<file path="config.mk">
export PLATFORM = sky130hd
export DESIGN_NAME = fetch_unit
export DESIGN_NICKNAME = d
export VERILOG_FILES = /design/src/rtl/fetch_pkg.sv /design/src/rtl/fetch_fifo.sv /design/src/rtl/fetch_unit.sv
export SDC_FILE = /design/constraint.sdc
export NUM_CORES = 1
export LEC_CHECK = 0
export BUFFER_PORTS_ARGS = -buffer_cell sky130_fd_sc_hd__buf_2
export CORE_ASPECT_RATIO = 0.75
export CORE_MARGIN = 4
export CORE_UTILIZATION = 52
export DETAILED_ROUTE_END_ITERATION = 10
export HOLD_SLACK_MARGIN = 0.06
export PLACE_DENSITY = 0.83
export SYNTH_ARGS = -nofsm -noshare
export SYNTH_HDL_FRONTEND = slang
export SYNTH_HIERARCHICAL = 1
export SYNTH_SLANG_ARGS = --single-unit
export TNS_END_PERCENT = 50
</file>
<file path="constraint.sdc">
create_clock -name clk -period 8.1 [get_ports clk]
set_clock_uncertainty 0.05 [all_clocks]
set_input_delay 1.215 -clock clk [delete_from_list [all_inputs] [get_ports clk]]
set_output_delay 1.215 -clock clk [all_outputs]
set_load 0.01 [all_outputs]
</file>
<file path="src/rtl/fetch_pkg.sv">
// Shared types for the fetch front end: FSM states,
// queue entry layout and instruction width.
package fetch_pkg;

    localparam int INSTR_W = 16;
    localparam int ENTRY_PC_W = 6;
    localparam int ENTRY_ROBID_W = 4;

    typedef enum logic [1:0] {
        RUN     = 2'd0,
        WAIT_BR = 2'd1,
        HALTED  = 2'd2
    } fetch_state_t;

    typedef struct packed {
        logic [INSTR_W-1:0]       instr;
        logic [ENTRY_ROBID_W-1:0] robid;
        logic [ENTRY_PC_W-1:0]    pc;
    } fetch_entry_t;

endpackage

</file>
<file path="src/rtl/fetch_fifo.sv">
// Fetch queue: power-of-two ring buffer of fetch_entry_t.
// flush_younger drops everything behind the head; head goes too if popped.
module fetch_fifo
    import fetch_pkg::*;
#(
    parameter int DEPTH = 4,
    localparam int AW = $clog2(DEPTH),
    localparam int CW = AW + 1
) (
    input  logic         clk,
    input  logic         rst,
    input  logic         push,
    input  fetch_entry_t push_data,
    input  logic         pop,
    input  logic         flush_younger,
    output fetch_entry_t head,
    output logic [CW-1:0] count,
    output logic         full,
    output logic         empty
);

    fetch_entry_t  mem [DEPTH];
    logic [AW-1:0] rd_q;
    logic [AW-1:0] wr_q;
    logic [CW-1:0] cnt_q;

    assign head  = mem[rd_q];
    assign count = cnt_q;
    assign full  = (cnt_q == CW'(DEPTH));
    assign empty = (cnt_q == '0);

    always_ff @(posedge clk) begin
        if (push && !flush_younger) begin
            mem[wr_q] <= push_data;
        end
    end

    always_ff @(posedge clk) begin
        if (rst) begin
            rd_q  <= '0;
            wr_q  <= '0;
            cnt_q <= '0;
        end else begin
            unique case (1'b1)
                flush_younger && pop: begin
                    rd_q  <= '0;
                    wr_q  <= '0;
                    cnt_q <= '0;
                end
                flush_younger && !pop: begin
                    wr_q  <= empty ? rd_q : rd_q + AW'(1);
                    cnt_q <= empty ? '0 : CW'(1);
                end
                !flush_younger: begin
                    if (push) wr_q <= wr_q + AW'(1);
                    if (pop)  rd_q <= rd_q + AW'(1);
                    cnt_q <= cnt_q + CW'(push) - CW'(pop);
                end
            endcase
        end
    end

endmodule

</file>
<file path="src/rtl/fetch_unit.sv">
// Fetch stage: PC and ROB-id allocation, credit throttling,
// branch serialisation and halt, feeding the decoder from fetch_fifo.
module fetch_unit
    import fetch_pkg::*;
#(
    parameter int PC_W    = ENTRY_PC_W,
    parameter int ROBID_W = ENTRY_ROBID_W,
    parameter int DEPTH   = 4
) (
    input  logic               clk,
    input  logic               rst,
    output logic [PC_W-1:0]    rom_addr,
    input  logic [15:0]        rom_data,
    output logic               out_valid,
    input  logic               out_ready,
    output logic [15:0]        out_instr,
    output logic [ROBID_W-1:0] out_robid,
    output logic [PC_W-1:0]    out_pc,
    input  logic               serialize,
    input  logic               halt,
    input  logic               redirect_valid,
    input  logic               redirect_not_taken,
    input  logic [7:0]         redirect_pc,
    input  logic               retire_valid,
    output logic [ROBID_W:0]   inflight,
    output logic [1:0]         state_o
);

    localparam int CW = $clog2(DEPTH) + 1;
    localparam int IW = ROBID_W + 1;
    localparam logic [IW-1:0] LIMIT = IW'(2 ** ROBID_W);

    fetch_state_t       state_q, state_d;
    logic [PC_W-1:0]    pc_q, pc_d;
    logic [ROBID_W-1:0] robid_q, robid_d;
    logic [IW-1:0]      infl_q, infl_d, infl_eff;

    fetch_entry_t  head, push_data;
    logic [CW-1:0] count;
    logic          full, empty;
    logic          running, pop, flush, push;
    logic [CW-1:0] flushed;

    assign running   = (state_q == RUN);
    assign out_valid = running && !empty;
    assign pop       = out_valid && out_ready;
    assign flush     = pop && (serialize || halt);

    // A same-cycle retire frees its credit before the push check.
    assign infl_eff = (retire_valid && infl_q != '0) ? infl_q - IW'(1) : infl_q;
    assign push     = running && !flush && (!full || pop) && (infl_eff < LIMIT);
    assign flushed  = flush ? count - CW'(1) : '0;
    assign infl_d   = infl_eff + IW'(push) - IW'(flushed);

    assign push_data = '{instr: rom_data, robid: robid_q, pc: pc_q};

    assign out_instr = empty ? '0 : head.instr;
    assign out_robid = empty ? '0 : head.robid;
    assign out_pc    = empty ? '0 : head.pc;
    assign rom_addr  = pc_q;
    assign inflight  = infl_q;
    assign state_o   = state_q;

    logic unused_ok;
    assign unused_ok = &{1'b0, redirect_pc[7:PC_W]};

    fetch_fifo #(.DEPTH(DEPTH)) u_fifo (
        .clk          (clk),
        .rst          (rst),
        .push         (push),
        .push_data    (push_data),
        .pop          (pop),
        .flush_younger(flush),
        .head         (head),
        .count        (count),
        .full         (full),
        .empty        (empty)
    );

    always_comb begin
        state_d = state_q;
        pc_d    = pc_q;
        robid_d = robid_q;
        unique case (state_q)
            RUN: begin
                if (push) begin
                    pc_d    = pc_q + PC_W'(1);
                    robid_d = robid_q + ROBID_W'(1);
                end
                // Rewind to just past the branch; wrong-path words are gone.
                if (flush) begin
                    pc_d    = out_pc + PC_W'(1);
                    robid_d = out_robid + ROBID_W'(1);
                    state_d = halt ? HALTED : WAIT_BR;
                end
            end
            WAIT_BR: begin
                if (redirect_valid) begin
                    if (!redirect_not_taken) pc_d = redirect_pc[PC_W-1:0];
                    state_d = RUN;
                end
            end
            HALTED: ;
            default: state_d = RUN;
        endcase
    end

    always_ff @(posedge clk) begin
        if (rst) begin
            state_q <= RUN;
            pc_q    <= '0;
            robid_q <= '0;
            infl_q  <= '0;
        end else begin
            state_q <= state_d;
            pc_q    <= pc_d;
            robid_q <= robid_d;
            infl_q  <= infl_d;
        end
    end

endmodule

</file>
==> flow_summary.toml <==
[run_status]
status = "finished clean"

[hold_path]
min_delay_worst_endpoint = "u_fifo/mem[0][9]"
hold_depth = 0
hold_path_class = "flop to flop"
hold_start = "robid_q[3]"

[placement]
dp.cells = 590
port-buffer-count = 69
place_ws_ns = 4.216
hpwl_um = 7491
gp_congestion = 0.7825

[global_routing]
grt.total_usage = 0.1984
first_global_vias = 3771
antenna_found_initial = 0
grt_pass1_wl_um = 20010
overflow = 0
grt_max_degree = 29

[clock_network]
clkTransAtPathRegs_ns = 0.06
cts_resized = 0
cts_buffers = 17
cts_max_level = 4
ctsRootBufferMaster = "clkbuf_16"
clock_sinks = 130
clk_latency_ns = 0.41
hold_buffers = 0
cts_buffer_depth = 2
cts_tree = "built"
postCtsSetupBuffers = 0

[die]
num_rows = 33
fp.dieH_um = 101.1
dieWidth_um = 132.1
initial_core_util = 0.5409
fp.coreArea_um2 = 11110
die_area_um2 = 13360
ios = 72

[cells_and_area]
final_core_util = 0.6337
fill_cells = 755
layout_common_cells = "edfxtp_1 (104), buf_2 (69), nor2b_1 (28), dfxtp_1 (25)"
final_common_cell = "edfxtp_1"
layout.nets = 520
syn_to_final_growth_pct = 17.14
register_area_um2 = 3645
fin_cells = 622
drive_above_1_share = 0.3195
multi_input_area_um2 = 2158
antennaDiodeCount = 0

[worst_setup_path]
arrival_ns = 2.42
cpMaxStageDelayCell = "dfxtp_2"
path_cells = "mux4_1 > nor2b_2 > buf_2"
reg2reg_slack_ns = 4.81
slowest_delay_ns = 0.91
cp-end-kind = "output pin"
required_ns = 6.84
setup.worst_path.class = "flop to output pin"
worst-path-buf-inv = 1
cp_max_fo = 26
cp_top_family = "flip-flops"
rr_endpoint = "inflight[4]"
setup.worst_path.start_class = "flop"
r2r_cells = 15
rr_startpoint = "inflight[0]"

[logic_synthesis]
syn_inst = 390
synth_fp_nets = 441
ys_top_cells_by_area = "edfxtp_1 (52%), dfxtp_1 (8.7%), mux4_2 (7.5%), ha_1 (3.5%), nor2b_1 (2.9%)"
syn_avg_cell_area_um2 = 15.41
synth.distinct_cells = 68
yosysTopAreaCell = "edfxtp_1"
synth-async-reset-ratio = 0
ys.flop_type = "edfxtp_1"
synth_top_area_frac = 0.5198
synth_edf_count = 104
syn_area_um2 = 6008
ys_warn_count = 6
ys_ff_latch = 130
synth_seq_area_share = 0.6064

[routing]
drc_errors = 0
drt_iter0_markers = 270
first_pass_iters = 4
ant_nets = 0
wire_per_inst_um = 19.88
routed_wirelength_um = 12370
via_per_inst = 5.762
dr_total_vias = 3584

[power]
switchingPower_mw = 1.107
p_int_mw = 1.989
pwr-share-clk = 0.240
combPwrFrac = 0.404
peakVddDrop_uv = 191.4
power.leakage_nw = 2.617
switching_share = 0.3576
pwr-share-seq = 0.356
p_per_area_nw_per_um2 = 439.8

[timing]
timing.final.crit_share = 0.4551
setup_viol = 0
hold_violations = 0
min_period_ns = 3.686
fin_tns_setup_ns = 0
grt_setup_unrepaired = "no"
fmax_mhz = 271.3
slew_headroom = 0.4097
holdWs_ns = 0.5341
slew_viol_final = 0
tightest_slew_ns = 0.8854
fin_ws_ns = 4.414

[flow_run]
maxCapViolCount = 0
[worst max-delay path by stage]
stage | startpoint | to | slack [ns] | depth (start not counted)
after floorplan | retire_valid | inflight[4] | 4.64 | 13
after global placement | retire_valid | inflight[4] | 4.21 | 14
after detailed placement | retire_valid | inflight[4] | 4.22 | 14
after CTS | flop | out_pc[3] | 4.35 | 3
after global routing | flop | out_pc[3] | 4.22 | 3
final | flop | out_pc[2] | 4.41 | 3
[final cells by class]
class | count | area share
sequential | 130 | 0.5179
multi-input combinational | 222 | 0.3067
clock buffer | 17 | 0.06044
timing repair buffer | 75 | 0.05547
tap | 140 | 0.02489
clock inverter | 15 | 0.02204
inverter | 23 | 0.01262
[cell families (layout without fill, tap and decap cells)]
family	Yosys count	in the layout	synth area share
AO/OA/AOI/OAI	42	42	0.05852
XOR/XNOR	17	17	0.02478
adder cells (fa/ha/maj)	19	19	0.04207
buffers and inverters	38	130	0.03519
flip-flops	130	130	0.6064
multiplexers	36	36	0.1208
AND/OR/NAND/NOR	108	108	0.1122
[layer usage]
metal / share of wire / track usage / routed length (µm) / up-vias
met3: 0.060 / 0.05489 / 741 / 25
met1: 0.43 / 0.2492 / 5258 / 1786
li1: - / - / - / 1646
met5: 0 / 0 / 0 / -
met4: 0.020 / 0.1017 / 247 / 0
met2: 0.49 / 0.3203 / 6119 / 127
[state kept, by name (all words and copies together) (netlist names), named ones only]
name / count
inflight: 5
robid_q: 4
rom_addr: 6
state_o: 2
u_fifo/count: 3
u_fifo/mem: 104
u_fifo/rd_q: 2
u_fifo/wr_q: 2
[stage by stage]
step | total power, mW | area, µm²
6_report | 3.096 | 7038
2_1_floorplan | 1.992 | 6008
3_5_place_dp | 2.345 | 6457
3_3_place_gp | 2.288 | 6457
5_1_grt | 3.296 | 7038
4_1_cts | 3.121 | 7038
[power groups by stage]
stage	sequential, mW	combinational [mW]	clock (mW)
after global placement	1.09	1.20	0
after CTS	1.10	1.26	0.754
final	1.10	1.25	0.743
after detailed placement	1.11	1.23	0
after global routing	1.13	1.38	0.788
after floorplan	1.06	0.932	0
[synthesized netlist by cell type, types with 2 or more instances]
library cell,instances
buf_6,3
nor2b_1,28
or2_4,2
nand2_1,8
mux2_2,2
nand3_1,8
fa_1,2
nand2b_1,6
o21ai_0,4
xor2_1,4
clkbuf_1,5
xnor2_1,13
mux4_2,20
nor2_2,2
nor2_1,21
a2bb2oi_1,2
buf_12,2
o21ai_1,2
mux2_4,3
dfxtp_1,26
mux2i_1,5
a221oi_1,2
a31oi_1,2
nand4_1,2
and2_1,5
ha_1,17
edfxtp_1,104
buf_4,2
o31ai_1,3
nor4bb_1,2
mux4_1,6
inv_1,21
a21oi_1,13
nor3_1,5
nor3b_1,3
or4_1,2
buf_2,2
(Power assumes the default switching activity.)
